--- src/rtl/pipeline_hazard_ctrl.sv ---
// Hazard/sequencing controller for the 5-stage pipeline: stage enables, sync clears, PC enable, dmem watchdog.
// Optional performance counters (stall_cyc, flush_cnt) are built when HAZARD_PERF_CNT_EN is defined.
module pipeline_hazard_ctrl #(
  parameter int unsigned MEM_TIMEOUT = 255
) (
  input  logic        clk,
  input  logic        aclr,
  input  logic [4:0]  rs1D,
  input  logic [4:0]  rs2D,
  input  logic [4:0]  rdE,
  input  logic        memreadE,
  input  logic        redirectE,
  input  logic        imem_validF,
  input  logic        dmem_reqM,
  input  logic        dmem_ackM,
  output logic        pc_en,
  output logic        enFD,
  output logic        sclrFD,
  output logic        enDE,
  output logic        sclrDE,
  output logic        enEM,
  output logic        sclrEM,
  output logic        enMW,
  output logic        sclrMW,
  output logic        mem_err
`ifdef HAZARD_PERF_CNT_EN
  ,
  output logic [31:0] stall_cyc,
  output logic [31:0] flush_cnt
`endif
);

  typedef enum logic [1:0] {BOOT, RUN, MEMWAIT} state_t;

  localparam logic [7:0] TO = 8'(MEM_TIMEOUT);

  state_t     state_q, state_d;
  logic [7:0] wd_q, wd_d;
  logic       pend_q, pend_d;

  logic load_use, mem_wait, wd_hit;
  logic do_freeze, do_run, redir, redir_app;

  assign load_use = memreadE && (rdE != 5'd0) && ((rdE == rs1D) || (rdE == rs2D));
  assign mem_wait = dmem_reqM && !dmem_ackM;
  assign wd_hit   = (wd_q == TO);

  always_ff @(posedge clk or negedge aclr) begin
    if (!aclr) begin
      state_q <= BOOT;
      wd_q    <= 8'd0;
      pend_q  <= 1'b0;
    end else begin
      state_q <= state_d;
      wd_q    <= wd_d;
      pend_q  <= pend_d;
    end
  end

  // Sequencing: decide whether this cycle freezes or runs, and what redirect applies.
  always_comb begin
    state_d   = state_q;
    wd_d      = wd_q;
    pend_d    = pend_q;
    do_freeze = 1'b0;
    do_run    = 1'b0;
    redir     = 1'b0;
    mem_err   = 1'b0;
    case (state_q)
      BOOT: state_d = RUN;
      RUN: begin
        if (mem_wait) begin
          do_freeze = 1'b1;
          state_d   = MEMWAIT;
          wd_d      = 8'd1;
          pend_d    = redirectE;
        end else begin
          do_run = 1'b1;
          redir  = redirectE;
        end
      end
      MEMWAIT: begin
        if (dmem_ackM || wd_hit) begin
          // An ack coinciding with the timeout is a normal completion.
          mem_err = !dmem_ackM;
          do_run  = 1'b1;
          redir   = redirectE || pend_q;
          state_d = RUN;
          wd_d    = 8'd0;
          pend_d  = 1'b0;
        end else begin
          do_freeze = 1'b1;
          wd_d      = wd_q + 8'd1;
          pend_d    = pend_q || redirectE;
        end
      end
      default: state_d = BOOT;
    endcase
  end

  // Strobes; sclr wins over en at the stage register.
  always_comb begin
    pc_en     = 1'b1;
    enFD      = 1'b1;
    enDE      = 1'b1;
    enEM      = 1'b1;
    enMW      = 1'b1;
    sclrFD    = 1'b0;
    sclrDE    = 1'b0;
    sclrEM    = 1'b0;
    sclrMW    = 1'b0;
    redir_app = 1'b0;
    if (state_q == BOOT) begin
      pc_en  = 1'b0;
      enFD   = 1'b0;
      enDE   = 1'b0;
      enEM   = 1'b0;
      enMW   = 1'b0;
      sclrFD = 1'b1;
      sclrDE = 1'b1;
      sclrEM = 1'b1;
      sclrMW = 1'b1;
    end else if (do_freeze) begin
      pc_en  = 1'b0;
      enFD   = 1'b0;
      enDE   = 1'b0;
      enEM   = 1'b0;
      sclrMW = 1'b1;
    end else if (do_run) begin
      // Redirect outranks load-use and fetch bubbles: that work is wrong-path.
      if (redir) begin
        sclrFD    = 1'b1;
        sclrDE    = 1'b1;
        redir_app = 1'b1;
      end else if (load_use) begin
        pc_en  = 1'b0;
        enFD   = 1'b0;
        sclrDE = 1'b1;
      end else if (!imem_validF) begin
        pc_en  = 1'b0;
        sclrFD = 1'b1;
      end
    end
  end

`ifdef HAZARD_PERF_CNT_EN
  always_ff @(posedge clk or negedge aclr) begin
    if (!aclr) begin
      stall_cyc <= 32'd0;
      flush_cnt <= 32'd0;
    end else begin
      if (!pc_en && (state_q != BOOT)) stall_cyc <= stall_cyc + 32'd1;
      if (redir_app)                   flush_cnt <= flush_cnt + 32'd1;
    end
  end
`else
  logic unused_redir_app;
  assign unused_redir_app = redir_app;
`endif

endmodule
--- config.mk ---
export PLATFORM = sky130hd
export DESIGN_NAME = pipeline_hazard_ctrl
export DESIGN_NICKNAME = d
export VERILOG_FILES = /design/src/rtl/pipeline_hazard_ctrl.sv
export SDC_FILE = /design/constraint.sdc
export NUM_CORES = 1
export LEC_CHECK = 0
export CELL_PAD_IN_SITES_DETAIL_PLACEMENT = 2
export CELL_PAD_IN_SITES_GLOBAL_PLACEMENT = 2
export CORE_MARGIN = 3
export CORE_UTILIZATION = 23
export CTS_CLUSTER_SIZE = 20
export DETAILED_ROUTE_END_ITERATION = 8
export HOLD_SLACK_MARGIN = 0.06
export PLACE_DENSITY_LB_ADDON = 0.1
export SLEW_MARGIN = 10
export SYNTH_ARGS = -nofsm -noshare
export SYNTH_HDL_FRONTEND = slang
export SYNTH_SLANG_ARGS = --single-unit
--- constraint.sdc ---
create_clock -name clk -period 5.5 [get_ports clk]
set_input_delay 1.1 -clock clk [delete_from_list [all_inputs] [get_ports clk]]
set_output_delay 1.1 -clock clk [all_outputs]
set_load 0.01 [all_outputs]
==> impl_metrics.json <==
{
  "synthFlopType": "dfrtp_1",
  "critPathKind": "in -> out",
  "ys_async_sr_fraction": 1.000,
  "first_iter_violations": 6,
  "syn2layout_area_growth_pct": 42.04,
  "critPathLaunchType": "primary input",
  "rsz0062_at_grt": "no",
  "nNetsFinal": 171,
  "p_per_area_mw_per_mm2": 445.6,
  "finalHoldViolations": 0,
  "cp_slowest_cell": "clkdlybuf4s50_1",
  "yosys.area.top_type_share": 0.2918,
  "totalNegativeSetupSlack_ns": 0,
  "clock_sinks": 11,
  "status": "finished clean",
  "max_freq_ghz": 0.2307,
  "syn_inst": 111,
  "setup_viol": 0,
  "gp_congestion": 0.7121,
  "maxCapViolCount": 0,
  "ys_seq_area_frac": 0.2918,
  "ys_types": 38,
  "clk_pin_slew_ns": 0.05,
  "cp-end-kind": "output port",
  "pre_cts_ws_ns": 1.114,
  "setup_ws_ns": 1.165,
  "grt.total_usage": 0.1269,
  "clock-root-buffer": "clkbuf_8",
  "cts_resized": 0,
  "synthTopCellsByArea": "dfrtp_1 29%, xor2_1 9.3%, ha_1 5.3%, nand2_1 4.4%, a21oi_1 4.2%",
  "critPathMostFrequentCell": "clkdlybuf4s50_1",
  "synth_nets": 137,
  "syn_area_um2": 943.4,
  "hold_buffers": 0,
  "rr_endpoint": "pend_q",
  "dpl.hpwl_mm": 2.454,
  "core_mm2": 0.003799,
  "skew_ns": 0.004043,
  "cts_tree": "done",
  "wire_per_inst_um": 15.09,
  "insertion_delay_ns": 0.24,
  "finalCritPeriodShare": 0.7882,
  "post-route-util": 0.3528,
  "grt_first_pass_wirelength_mm": 4.988,
  "drt_wl_total_mm": 2.898,
  "hold_ws_ns": 0.5095,
  "yosys_warnings": 0,
  "vias": 913,
  "min_from": "wd_q[6]",
  "cellLeakagePower_nw": 0.5359,
  "crit_chain": "clkdlybuf4s50_1, or4_1, o21ai_0, a21oi_1, o311ai_1, clkdlybuf4s50_1",
  "ant_nets": 0,
  "hp-class": "reg -> reg",
  "maxSlewViolCount": 0,
  "grt_overflow": 0,
  "synth_seq_cells": 11,
  "fillCellCount": 447,
  "ir_drop_mv": 0.1130,
  "crit_required_ns": 4.40,
  "drive_gt1_frac": 0.09028,
  "crit_start": "rdE[1]",
  "grt_max_degree": 12,
  "crit_end": "sclrFD",
  "worstMarginPinSlew_ns": 0.5469,
  "clock_path_buffers": 2,
  "layout_commonest_cell": "clkdlybuf4s50_1",
  "period_needed_ns": 4.335,
  "die-area_mm2": 0.004906,
  "die_h_um": 70.05,
  "final_cell_mix": "31 x clkdlybuf4s50_1, 11 x nand2_1, 11 x dfrtp_1",
  "numCtsBuffers": 3,
  "start_util": 0.2484,
  "synth_edf_count": 0,
  "grt_pass1_vias": 1040,
  "io_buffers": 31,
  "synth_largest_area_cell": "dfrtp_1",
  "cp_max_fo": 4,
  "die_w_um": 70.05,
  "diodes": 0,
  "htree_levels": 1,
  "slowest_delay_ns": 0.58,
  "slew_headroom": 0.6343,
  "cts_setup_buffers": 0,
  "synth.avg_cell_area_um2": 8.499,
  "row_count": 22,
  "route.detailed.drc": 0,
  "crit-reg2reg-launch": "state_q[0]",
  "dr.pass1.iters": 4,
  "ff2ff_path_depth": 7,
  "crit_arrival_ns": 3.24,
  "boundaryPins": 32,
  "antenna_found_initial": 0,
  "r2r_slack_ns": 3.41,
  "viasPerCell": 4.755
}
==> routing by layer <==
metal  vias up  track usage  routed length, um
met5         -            0                  0
met4         0      0.01277                  0
met3         0      0.03741                112
met2        15       0.2371               1618
met1       440       0.1462               1167
li1        458            -                  -
==> final cells by class <==
class	instances	area (um^2)	share of cell area
multi-input combinational	90	619.3	0.4622
timing repair buffer	31	310.3	0.2316
sequential	11	275.3	0.2054
tap	48	60.06	0.04482
clock buffer	4	45.04	0.03361
inverter	8	30.03	0.02241
==> where the power goes <==
group,internal [W],switching [W]
Sequential,0.0000999,0.0000215
Clock,0.0000510,0.0000313
Combinational,0.000195,0.000199
Total,0.000345,0.000252
==> metrics by stage <==
step | instances | total power [W] | instance area [um^2]
after floorplan | 111 | 0.0003424 | 943.4
after global placement | 188 | 0.0005151 | 1295
after detailed placement | 188 | 0.0005221 | 1295
after CTS | 192 | 0.0006098 | 1340
after global routing | 192 | 0.0006517 | 1340
final | 192 | 0.0005971 | 1340
==> registers in the layout, summed over array words and instances (netlist names) <==
signal,count
state_q,2
pend_q,1
wd_q,8
==> worst max-delay path, delay by kind of cell <==
| kind | cells | cell delay [ns] |
|---|---|---|
| buf+inv | 2 | 1.04 |
| compound gates | 3 | 0.56 |
| simple gates | 1 | 0.53 |
==> Yosys cell counts (all sizes together) (2+ instances only) <==
cell type,number
xnor2,4
and2,2
nand3,5
nor2b,2
inv,8
ha,4
nor3,2
or3,2
a31oi,4
dfrtp,11
nand4,4
buf,2
nand2b,3
and3,2
a21oi,8
a21o,2
nand2,11
nor2,9
xor2,10
o21ai,5
==> worst min-delay path by stage <==
stage                         end  slack [ns]  depth (start not counted)
after floorplan           wd_q[6]        0.46                          1
after global placement    wd_q[6]        0.49                          1
after detailed placement  wd_q[6]        0.51                          1
after CTS                 wd_q[6]        0.51                          1
after global routing      wd_q[6]        0.55                          1
final                     wd_q[6]        0.51                          1
==> kinds of logic (layout without fill, tap and decap cells) <==
| family | count (synthesis) | in the layout | synth area share |
|---|---|---|---|
| flip-flops | 11 | 11 | 0.2918 |
| buffers and inverters | 10 | 43 | 0.05173 |
| adder cells (fa/ha/maj) | 4 | 4 | 0.05305 |
| AO/OA/AOI/OAI | 25 | 25 | 0.2003 |
| multiplexers | 1 | 1 | 0.01591 |
| XOR/XNOR | 14 | 14 | 0.1300 |
| AND/OR/NAND/NOR | 46 | 46 | 0.2573 |
Power figures use the tool's default switching activity.
